<file path="config.mk">
export PLATFORM = sky130hd
export DESIGN_NAME = ysyx_23060184_axi_lsu
export DESIGN_NICKNAME = d
export VERILOG_FILES = /design/src/rtl/ysyx_23060184_axi_lsu_pkg.sv /design/src/rtl/ysyx_23060184_lsu_align.sv /design/src/rtl/ysyx_23060184_axi_lsu.sv
export SDC_FILE = /design/constraint.sdc
export NUM_CORES = 1
export LEC_CHECK = 0
export CELL_PAD_IN_SITES_DETAIL_PLACEMENT = 1
export CELL_PAD_IN_SITES_GLOBAL_PLACEMENT = 2
export CORE_ASPECT_RATIO = 1.75
export CORE_MARGIN = 2
export CORE_UTILIZATION = 26
export DETAILED_ROUTE_END_ITERATION = 8
export GPL_TIMING_DRIVEN = 1
export PLACE_DENSITY = 0.88
export SLEW_MARGIN = 40
export SYNTH_ARGS = -nofsm -noshare
export SYNTH_HDL_FRONTEND = slang
export SYNTH_SLANG_ARGS = --single-unit
export TNS_END_PERCENT = 30
</file>
<file path="constraint.sdc">
create_clock -name clk -period 4.9 [get_ports clk]
set_input_delay 1.225 -clock clk [delete_from_list [all_inputs] [get_ports clk]]
set_output_delay 1.225 -clock clk [all_outputs]
set_load 0.03 [all_outputs]
</file>
<file path="src/rtl/ysyx_23060184_axi_lsu_pkg.sv">
// Shared types and constants for the AXI load/store unit: FSM states,
// access-size codes, AXI response codes and the alignment check.
package ysyx_23060184_axi_lsu_pkg;

  typedef enum logic [2:0] {
    ST_IDLE,
    ST_RD_ADDR,
    ST_RD_DATA,
    ST_WR,
    ST_WR_RESP,
    ST_RESP
  } lsu_state_e;

  localparam logic [1:0] SZ_B = 2'd0;
  localparam logic [1:0] SZ_H = 2'd1;
  localparam logic [1:0] SZ_W = 2'd2;
  localparam logic [1:0] SZ_D = 2'd3;

  localparam logic [1:0] RESP_OKAY   = 2'b00;
  localparam logic [1:0] RESP_EXOKAY = 2'b01;
  localparam logic [1:0] RESP_SLVERR = 2'b10;
  localparam logic [1:0] RESP_DECERR = 2'b11;

  // A dword access is only meaningful on a 64-bit bus.
  function automatic logic misaligned(input logic [2:0] lo, input logic [1:0] size,
                                      input int data_w);
    case (size)
      SZ_B:    return 1'b0;
      SZ_H:    return lo[0];
      SZ_W:    return |lo[1:0];
      default: return (data_w != 64) || (|lo);
    endcase
  endfunction

endpackage

</file>
<file path="src/rtl/ysyx_23060184_lsu_align.sv">
// Byte-lane steering: store data/strobe placement and load extraction
// with sign or zero extension.
module ysyx_23060184_lsu_align
  import ysyx_23060184_axi_lsu_pkg::*;
#(
  parameter int DATA_W = 32,
  localparam int OFF_W = $clog2(DATA_W / 8)
) (
  input  logic [OFF_W-1:0]    offset,
  input  logic [1:0]          size,
  input  logic                is_unsigned,
  input  logic [DATA_W-1:0]   store_data,
  output logic [DATA_W-1:0]   wdata,
  output logic [DATA_W/8-1:0] wstrb,
  input  logic [DATA_W-1:0]   rdata,
  output logic [DATA_W-1:0]   load_data
);

  logic [DATA_W/8-1:0] mask;
  logic [DATA_W-1:0]   shifted;
  logic                sign;

  for (genvar gi = 0; gi < DATA_W / 8; gi++) begin : g_mask
    assign mask[gi] = (gi < (1 << size));
  end

  assign wstrb   = mask << offset;
  assign wdata   = store_data << {offset, 3'b000};
  assign shifted = rdata >> {offset, 3'b000};

  always_comb begin
    sign = 1'b0;
    case (size)
      SZ_B:    sign = shifted[7];
      SZ_H:    sign = shifted[15];
      SZ_W:    sign = shifted[31];
      default: sign = shifted[DATA_W-1];
    endcase
    sign = sign & ~is_unsigned;
  end

  for (genvar gi = 0; gi < DATA_W; gi++) begin : g_ext
    assign load_data[gi] = (gi < (8 << size)) ? shifted[gi] : sign;
  end

endmodule

</file>
<file path="src/rtl/ysyx_23060184_axi_lsu.sv">
// Single-outstanding load/store unit bridging a simple request port to AXI.
// All handshake and response outputs come straight from flops.
module ysyx_23060184_axi_lsu
  import ysyx_23060184_axi_lsu_pkg::*;
#(
  parameter int ADDR_W = 32,
  parameter int DATA_W = 32
) (
  input  logic                clk,
  input  logic                rst,
  input  logic                req_valid,
  output logic                req_ready,
  input  logic                req_we,
  input  logic [ADDR_W-1:0]   req_addr,
  input  logic [1:0]          req_size,
  input  logic                req_unsigned,
  input  logic [DATA_W-1:0]   req_wdata,
  output logic                rsp_valid,
  output logic [DATA_W-1:0]   rsp_data,
  output logic                rsp_err,
  output logic [ADDR_W-1:0]   araddr,
  output logic                arvalid,
  input  logic                arready,
  input  logic [DATA_W-1:0]   rdata,
  input  logic [1:0]          rresp,
  input  logic                rvalid,
  output logic                rready,
  output logic [ADDR_W-1:0]   awaddr,
  output logic                awvalid,
  input  logic                awready,
  output logic [DATA_W-1:0]   wdata,
  output logic [DATA_W/8-1:0] wstrb,
  output logic                wlast,
  output logic                wvalid,
  input  logic                wready,
  input  logic [1:0]          bresp,
  input  logic                bvalid,
  output logic                bready
);

  localparam int OFF_W = $clog2(DATA_W / 8);

  lsu_state_e        state_reg, state_next;
  logic [ADDR_W-1:0] addr_reg;
  logic [1:0]        size_reg;
  logic              uns_reg;
  logic [DATA_W-1:0] wdata_reg;
  logic              aw_done_reg, aw_done_next, w_done_reg, w_done_next;
  logic              req_ready_reg, arvalid_reg, rready_reg, awvalid_reg, wvalid_reg, bready_reg;
  logic              rsp_valid_reg, rsp_err_reg, rsp_err_next;
  logic [DATA_W-1:0] rsp_data_reg, rsp_data_next, load_data;
  logic              accept, fault, ar_hs, r_hs, aw_hs, w_hs, b_hs;
  logic              unused_resp;

  assign accept = req_valid & req_ready_reg;
  assign fault  = misaligned(req_addr[2:0], req_size, DATA_W);
  assign ar_hs  = arvalid_reg & arready;
  assign r_hs   = rready_reg & rvalid;
  assign aw_hs  = awvalid_reg & awready;
  assign w_hs   = wvalid_reg & wready;
  assign b_hs   = bready_reg & bvalid;
  assign unused_resp = ^{rresp[0], bresp[0]};

  always_comb begin
    state_next    = state_reg;
    aw_done_next  = 1'b0;
    w_done_next   = 1'b0;
    rsp_err_next  = rsp_err_reg;
    rsp_data_next = rsp_data_reg;
    case (state_reg)
      ST_IDLE:
        if (accept) begin
          if (fault) begin
            state_next    = ST_RESP;
            rsp_err_next  = 1'b1;
            rsp_data_next = '0;
          end else begin
            state_next = req_we ? ST_WR : ST_RD_ADDR;
          end
        end
      ST_RD_ADDR: if (ar_hs) state_next = ST_RD_DATA;
      ST_RD_DATA:
        if (r_hs) begin
          state_next    = ST_RESP;
          rsp_err_next  = rresp[1];
          rsp_data_next = load_data;
        end
      ST_WR: begin
        // Address and data channels complete independently, in either order.
        aw_done_next = aw_done_reg | aw_hs;
        w_done_next  = w_done_reg | w_hs;
        if (aw_done_next && w_done_next) state_next = ST_WR_RESP;
      end
      ST_WR_RESP:
        if (b_hs) begin
          state_next    = ST_RESP;
          rsp_err_next  = bresp[1];
          rsp_data_next = '0;
        end
      ST_RESP: state_next = ST_IDLE;
      default: state_next = ST_IDLE;
    endcase
  end

  always_ff @(posedge clk or posedge rst) begin
    if (rst) begin
      state_reg     <= ST_IDLE;
      aw_done_reg   <= 1'b0;
      w_done_reg    <= 1'b0;
      req_ready_reg <= 1'b0;
      arvalid_reg   <= 1'b0;
      rready_reg    <= 1'b0;
      awvalid_reg   <= 1'b0;
      wvalid_reg    <= 1'b0;
      bready_reg    <= 1'b0;
      rsp_valid_reg <= 1'b0;
      rsp_err_reg   <= 1'b0;
      rsp_data_reg  <= '0;
      addr_reg      <= '0;
      size_reg      <= SZ_B;
      uns_reg       <= 1'b0;
      wdata_reg     <= '0;
    end else begin
      state_reg     <= state_next;
      aw_done_reg   <= aw_done_next;
      w_done_reg    <= w_done_next;
      // Outputs are registered decodes of the next state.
      req_ready_reg <= (state_next == ST_IDLE);
      arvalid_reg   <= (state_next == ST_RD_ADDR);
      rready_reg    <= (state_next == ST_RD_DATA);
      awvalid_reg   <= (state_next == ST_WR) && !aw_done_next;
      wvalid_reg    <= (state_next == ST_WR) && !w_done_next;
      bready_reg    <= (state_next == ST_WR_RESP);
      rsp_valid_reg <= (state_next == ST_RESP);
      rsp_err_reg   <= rsp_err_next;
      rsp_data_reg  <= rsp_data_next;
      if (accept) begin
        addr_reg  <= req_addr;
        size_reg  <= req_size;
        uns_reg   <= req_unsigned;
        wdata_reg <= req_wdata;
      end
    end
  end

  ysyx_23060184_lsu_align #(.DATA_W(DATA_W)) u_align (
    .offset      (addr_reg[OFF_W-1:0]),
    .size        (size_reg),
    .is_unsigned (uns_reg),
    .store_data  (wdata_reg),
    .wdata       (wdata),
    .wstrb       (wstrb),
    .rdata       (rdata),
    .load_data   (load_data)
  );

  assign araddr    = {addr_reg[ADDR_W-1:OFF_W], {OFF_W{1'b0}}};
  assign awaddr    = {addr_reg[ADDR_W-1:OFF_W], {OFF_W{1'b0}}};
  assign req_ready = req_ready_reg;
  assign arvalid   = arvalid_reg;
  assign rready    = rready_reg;
  assign awvalid   = awvalid_reg;
  assign wvalid    = wvalid_reg;
  assign wlast     = wvalid_reg;
  assign bready    = bready_reg;
  assign rsp_valid = rsp_valid_reg;
  assign rsp_err   = rsp_err_reg;
  assign rsp_data  = rsp_data_reg;

endmodule

</file>
==> summary by stage, run 1 <==
Run status
The flow ran to the end, and the final reports show no timing, DRC or antenna violations.

Power and ir drop
The overall power of the completed layout is 6.53 mW. The worst-case IR drop observed on VDD is 0.334 mV. The power density of the placed cells is 762 mW/mm². In this run the static leakage power is 3.43 nW.

Setup path
The critical path is of the reg -> out type. The critical path startpoint category is a flop. The setup check on the worst reg-to-reg path leaves a slack of 2.20 ns.

For the worst setup path, the data required time is 3.67 ns. Along the worst path, the maximum fanout reaches 42. STA classifies the critical path endpoint as an output port. The data arrival time of the critical path is 2.76 ns.

CTS
Once the clock tree was built, the resizer swapped 0 gates to a different size. The setup fix buffers added after clock tree synthesis is 0. The clock root buffer is sky130_fd_sc_hd__clkbuf_16. Counting along the longest clock path gives a buffer depth of 2. TritonCTS built the clock tree. The hold-fix buffer count after cts is 0. The number of buffers created by CTS is 9. After clock tree synthesis, the clock-pin slew on the worst setup and hold paths is 0.07 ns. The count of clock tree sinks is 112.

CTS built an H-tree with a depth of 3. The clock reaches the later pin of the worst-skew pair after 0.36 ns.

Finish
Summing all non-filler instances in the final layout gives an area of 0.00857 mm². Compared with the post-synthesis result, the final layout area differs by 41.9%. The utilization after layout is 37.7%. Cells with a size suffix above 1 make up 17.6% of the layout.

The net total in the final layout is 808. The repair_antennas step left the layout with diodes totalling 0.

Yosys
The synthesized-area fraction occupied by adder cells is 0%. Counting flops with a built-in enable in the synthesized netlist gives 0. A synthesized cell averages 11.5 µm². After synthesis the cells add up to 0.00604 mm². Of the post-synthesis cell area, the part taken by muxes is 20.3%. The synthesized netlist cell count is 527. The number of different library cells in the post-synthesis netlist is 55. Summing the areas of all and, or, nand and nor instances in the mapped netlist gives 7.58% of the synthesized area.

In this run, synthesis produced a sequential element count of 112. The flip-flop cell with the highest count after synthesis is sky130_fd_sc_hd__dfrtp_1. Yosys printed 0 warnings. The proportion of register bits with asynchronous set or reset after synthesis is 100%. The share of the Yosys chip area taken by registers is 46.4%. After synthesis, the largest family of logic cells by area is multiplexers. The synthesized netlist devotes 0% of its cell area to XOR and XNOR gates. The post-synthesis compound-gate area fraction is 13.6%.

Timing
After layout, the minimum clock period comes to 3.98 ns. Clock skew on the completed layout was measured at 0.00880 ns. Measured against its own limit, the worst slew margin works out to 55.5%. The number of max-slew violations in the final report is 0. At the pin with the least slew margin, the transition time is 0.667 ns.

Setup repair after global routing left no endpoint under its margin. The hold violation total from the final report is 0. The tightest hold margin is 0.507 ns. Derived from the worst setup path, the maximum achievable clock frequency is 251 MHz. After routing, the total negative slack on setup checks comes to 0 ns. Setup violations remaining at the end of the flow were counted as 0. The worst path uses 81.3% of the clock period.

Routing
After detailed routing, the total wire length is 19300 µm. In the routed layout, each cell is associated on average with a via count of 4.67. For this run, design rule violations remaining after detail routing come to 0. The remaining antenna violation count after routing is 0. For this run, the detailed router's first-pass iteration total came to 4.

After detailed routing, the average wire length per cell comes to 19.3 µm. The number of vias in the routed layout is 4670. In this run, the number of DRC markers left after iteration 0 of detailed routing was 133.

Global routing
The overall track demand over capacity in global routing is 15.6%. The first global-routing pass estimated 29200 µm of wire. Entering global routing, the biggest net connects 74 pins.

The number of antenna violations at the first check in global routing is 0. The number of global-route vias before repair is 5115. The aggregate global routing overflow is 0.

Placement
After detailed placement, the total cell area comes to 0.00829 mm². The post-DP HPWL is 14500 µm. Routability-driven placement finished with a final weighted congestion of 0.753.

The total of buffers placed on input and output ports is 246.

Floorplan
The floorplan step defined a die boundary enclosing 0.0245 mm². The x dimension of the die is 119 µm. The row count is 73. The number of I/O pins is 253. In this run the standard cell core region covers 0.0227 mm².

The height of the die is 206 µm. The initial utilization of the core area, before any placement, comes to 26.6%.

Hold path
The path class of the tightest hold or removal check is reg -> reg.

Flow run
The total of max-cap violations is 0.
worst max-delay path, stage by stage, from the launching register on:
cell and delay [ns]:
sky130_fd_sc_hd__dfrtp_2 0.69, sky130_fd_sc_hd__buf_4 0.54, sky130_fd_sc_hd__mux2i_1 0.17, sky130_fd_sc_hd__o21ai_0 0.25
sky130_fd_sc_hd__clkdlybuf4s50_1 0.72
logic make-up after synthesis:
kind of cell | Yosys count
compound gates | 114
flops | 112
mux | 110
buf+inv | 110
simple gates | 80
other cells | 1
synthesized netlist by cell type, drive strengths merged, types with 2 or more instances:
master / count / share of area, %
dfrtp: 112 / 46
buf: 86 / 10
mux2: 76 / 14
mux2i: 33 / 5.7
a21oi: 27 / 2.4
o21ai: 26 / 2.2
a211oi: 23 / 2.9
nor2b: 17 / 1.8
nor2: 16 / 1.0
inv: 12 / 0.75
nand2: 12 / 0.79
clkbuf: 11 / 0.68
and2: 10 / 1.0
a22o: 8 / 1.3
a32o: 8 / 1.3
o32ai: 8 / 1.2
nand2b: 4 / 0.41
nor3: 4 / 0.33
nor4: 3 / 0.31
a21o: 2 / 0.29
nand3b: 2 / 0.25
nand4b: 2 / 0.29
nor3b: 2 / 0.33
o21a: 2 / 0.25
o21bai: 2 / 0.25
o22ai: 2 / 0.31
or2: 2 / 0.21
or3b: 2 / 0.29
final timing paths:
kind                                                 from                         to  cells after the start
worst max-delay path              addr_reg[1]$_DFFE_PP0P_                  wdata[21]                      4
worst min-delay path            wdata_reg[31]$_DFFE_PP0P_  wdata_reg[31]$_DFFE_PP0P_                      1
worst max register to register    addr_reg[1]$_DFFE_PP0P_   rsp_data[31]$_DFFE_PP0P_                      5
worst min register to register  wdata_reg[31]$_DFFE_PP0P_  wdata_reg[31]$_DFFE_PP0P_                      1
max in group asynchronous                             rst           rready$_DFF_PP0_                      3
min in group asynchronous                             rst   addr_reg[27]$_DFFE_PP0P_                      2
per-stage QoR:
step | instances | setup WS, ns
CTS | 1000 | 0.832
global placement | 985 | 1.31
finish | 1000 | 0.917
detailed placement | 985 | 1.24
global route | 1000 | 0.745
floorplan | 530 | 0.716
layout make-up:
class / count / area, µm²
fillers: 2449 / 14200
flip-flops and latches: 112 / 2810
multi-input cells: 308 / 2530
repair buffers: 252 / 2520
well taps: 300 / 375
clock buffers: 12 / 256
inverters: 13 / 63.8
clock inverters: 3 / 17.5
layout by cell type (no fill, tap or decap), types with 6 or more instances in the layout:
cell type,netlist,routed
sky130_fd_sc_hd__mux2_2,75,75
sky130_fd_sc_hd__nand2_1,11,11
sky130_fd_sc_hd__dfrtp_1,112,110
sky130_fd_sc_hd__nor2b_1,17,16
sky130_fd_sc_hd__and2_1,10,10
sky130_fd_sc_hd__mux2i_1,32,32
sky130_fd_sc_hd__a22o_2,6,6
sky130_fd_sc_hd__o21ai_0,25,25
sky130_fd_sc_hd__clkdlybuf4s50_1,0,246
sky130_fd_sc_hd__a211oi_1,23,23
sky130_fd_sc_hd__clkbuf_16,0,9
sky130_fd_sc_hd__a21oi_1,26,26
sky130_fd_sc_hd__inv_1,12,11
sky130_fd_sc_hd__o32ai_1,8,8
sky130_fd_sc_hd__nor2_1,15,14
sky130_fd_sc_hd__a32o_1,8,8
metal layers:
metal / wire (µm) / global-route usage, % / share of wire [%]
met1: 6830 / 16.1 / 35
met2: 11000 / 29.8 / 57
met3: 955 / 3.69 / 5.0
met4: 476 / 6.34 / 2.5
met5: 0 / 0 / 0
power breakdown:
group,switching (mW),leakage (nW),internal [mW]
sequential,0.376,1.40,1.34
combinational,2.35,1.90,1.76
clock,0.344,0.134,0.369
(Power assumes the default switching activity.)
==> run 2: changes to the inputs <==
==> constraint.sdc (replaced) <==
create_clock -name clk -period 4.1 [get_ports clk]
set_input_delay 1.025 -clock clk [delete_from_list [all_inputs] [get_ports clk]]
set_output_delay 1.025 -clock clk [all_outputs]
set_load 0.03 [all_outputs]
==> summary by stage, run 2 (synthesis results as in run 1) <==
Floorplan
Row generation in the floorplan step produced 73 rows. The number of I/O pins is 253. The region available for standard cell placement spans 0.0227 mm².

The floorplan step set the die width to 119 µm. The initial utilization of the core area, before any placement, comes to 26.6%. The height of the die is 206 µm. The total die area is 0.0245 mm².

Setup path
Measured in cells, the most critical reg-to-reg path has a length of 6. Together, buffers and inverters on the worst path number 2. The worst stage delay on the critical path is 0.72 ns. For the worst setup path, the data required time is 3.07 ns.

The kind of critical path is reg -> out. The cell family contributing the most delay on the critical path is buffers and inverters. The worst setup path is captured at an output port. Along the worst path, the maximum fanout reaches 24. The critical path runs through a total of 4 cells.

The data arrival time of the critical path is 2.46 ns. The slowest stage cell on the critical path is sky130_fd_sc_hd__clkdlybuf4s50_1. The critical path startpoint category is a flop. Traced cell by cell, the critical path runs through buf_4 -> mux2i_1 -> o21ai_0 -> clkdlybuf4s50_1.

Placement
The worst-case setup slack after placement is 0.942 ns. The post-DP HPWL is 14500 µm. The total of buffers placed on input and output ports is 246. The congestion estimate from routability-driven global placement came to 0.764.

Finish
Relative to the synthesized area, the layout overhead comes to 42.3%. The share of final-layout standard cells stronger than drive strength 1 is 17.6%. Leaving out fill and tap cells, the most frequent cell in the layout is sky130_fd_sc_hd__clkdlybuf4s50_1. At the end of the flow, the number of nets in the layout was 812.

In the layout the commonest cells are 246 x sky130_fd_sc_hd__clkdlybuf4s50_1, 110 x sky130_fd_sc_hd__dfrtp_1, 75 x sky130_fd_sc_hd__mux2_2, 32 x sky130_fd_sc_hd__mux2i_1, 26 x sky130_fd_sc_hd__a21oi_1. In the final layout, flip-flops and latches occupy 0.00281 mm². The area taken by multi-input logic gates is 0.00253 mm². The number of fillers in the final layout is 2461.

Hold path
Counting instances, the worst hold path has a depth of 1. The worst hold path belongs to the class reg -> reg.

CTS
TritonCTS built the clock tree. The clock root buffer is sky130_fd_sc_hd__clkbuf_16. Buffers added to address setup during post-CTS repair amount to 0. In this run the deepest clock path goes through 2 buffers. The post-cts resize count is 0. The hold-fix buffer count after cts is 0.

In this run the number of H-tree levels came out at 3. Counting every sink on the clock net gives 112. Clock tree synthesis inserted a total of 9 buffers. The clock-pin slew of the registers on the worst-case setup and hold paths is 0.07 ns.

At the later pin of the worst-skew pair, clock insertion delay measures 0.36 ns.

Timing
The hold violation total from the final report is 0. The normalized max-slew margin is 44.0%. The number of max-slew violations in the final report is 0. After layout, the worst path uses 85.0% of the clock period. Across the routed clock network, the largest skew measured is 0.00755 ns. Counting I/O delays and the setup requirement, the final critical path takes 3.49 ns. The worst-margin pin slew is 0.836 ns. The post-layout worst setup margin is 0.614 ns. Setup repair after global routing left no endpoint under its margin. The final setup violation count is 0. The final-layout setup total negative slack is 0 ns. Static timing analysis puts the maximum clock frequency at 287 MHz.

Global routing
The wire length of the first global-routing pass is 28700 µm. The aggregate global routing overflow is 0. The number of global-route vias before repair is 4908. The number of antenna violations at the first check in global routing came to 1. Global routing used 15.3% of the available tracks. The maximum number of pins on one net before global-route repair is 51.

Routing
The final route contains 4626 vias. The remaining routing DRC violations is 0. After detailed routing, the average wire length per cell comes to 19.0 µm. Dividing the detail-routed via count by the number of cells gives 4.60. The detailed router used layers up to and including met4. The routed length on met1 is 7000 µm. The first TritonRoute pass finished after 4 iterations. The initial detailed-routing violation count is 185. The wire length reported by the detailed router is 19100 µm. The sum of met3 wire segment lengths after detailed routing is 961 µm. The remaining antenna violation count after routing is 0.

In the detailed route, the total length drawn on met2 is 10700 µm.

Power and ir drop
The switching share of total power is 46.8%. The internal portion of the total power is 4.16 mW. The static leakage is 3.45 nW.

The sequential fraction of design power is 26.3%. Of the total power, combinational logic draws 62.7%. In this run the power density over the cells is 910 mW/mm². The total net switching power is 3.67 mW. In this run, the clock network consumes 11.0% of the power. The worst supply voltage drop on vdd is 0.446 mV.

Run status
The run finished with clean final reports.

Flow run
The tool flagged a number of max-cap violations equal to 0.
run 2: cell types whose count changed in the layout (fill, tap and decap cells not counted):
| cell | delta |
|---|---|
| sky130_fd_sc_hd__buf_4 | +5 |
| sky130_fd_sc_hd__nor2b_2 | -1 |
| sky130_fd_sc_hd__clkbuf_1 | +2 |
| sky130_fd_sc_hd__nor2_2 | -1 |
| sky130_fd_sc_hd__clkinvlp_4 | -1 |
| sky130_fd_sc_hd__buf_6 | -1 |
| sky130_fd_sc_hd__nor2_1 | +1 |
| sky130_fd_sc_hd__clkinv_4 | +1 |
| sky130_fd_sc_hd__diode_2 | +1 |
| sky130_fd_sc_hd__clkinv_2 | -1 |
| sky130_fd_sc_hd__nor2b_1 | +1 |
run 2: power by group through the flow:
stage	Combinational, mW	Sequential (mW)	Clock [mW]
final	4.91	2.06	0.861
after detailed placement	4.95	2.09	0
after floorplan	3.29	2.15	0
after CTS	4.98	2.07	0.900
after global placement	4.91	2.07	0
after global routing	5.18	2.14	0.944
run 2: worst reg2reg max path: stages, from the launching register on:
cell                        delay, ns
sky130_fd_sc_hd__dfrtp_2         0.70
sky130_fd_sc_hd__buf_4           0.33
sky130_fd_sc_hd__buf_4           0.36
sky130_fd_sc_hd__mux2i_4         0.34
sky130_fd_sc_hd__o21ai_2         0.10
sky130_fd_sc_hd__a2111oi_4       0.66
sky130_fd_sc_hd__o32ai_1         0.20
run 2: per-stage QoR:
step / util [%] / hold slack [ns] / total power, mW / area (µm²) / instances
3_3_place_gp: 36.6 / 0.483 / 6.98 / 8320 / 989
5_1_grt: 37.8 / 0.531 / 8.27 / 8600 / 1006
4_1_cts: 37.8 / 0.508 / 7.95 / 8600 / 1005
6_report: 37.8 / 0.505 / 7.83 / 8600 / 1006
2_1_floorplan: - / 0.471 / 5.43 / 6050 / 530
3_5_place_dp: 36.6 / 0.491 / 7.04 / 8320 / 989
run 2: final timing paths:
path,start,to,slack [ns]
worst min register to register,rsp_data[16]$_DFFE_PP0P_,rsp_data[16]$_DFFE_PP0P_,0.50
max in group asynchronous,rst,bready$_DFF_PP0_,2.26
min in group asynchronous,rst,addr_reg[27]$_DFFE_PP0P_,1.10
worst max-delay path,addr_reg[1]$_DFFE_PP0P_,wdata[21],0.61
worst min-delay path,rsp_data[16]$_DFFE_PP0P_,rsp_data[16]$_DFFE_PP0P_,0.50
worst max register to register,addr_reg[1]$_DFFE_PP0P_,rsp_data[28]$_DFFE_PP0P_,1.26
run 2: layout make-up:
type                    instances  area share [%]
flip-flops and latches        112            32.6
repair buffers                256            29.6
multi-input cells             308            29.4
well taps                     300            4.36
clock buffers                  14            3.07
inverters                      13           0.742
clock inverters                 2           0.160
diodes                          1          0.0291
run 2: metal layers:
metal / up-vias / global-route usage, %
met3: 20 / 3.27
met2: 133 / 28.7
met4: 0 / 5.82
met5: - / 0
met1: 2311 / 16.7
li1: 2162 / -
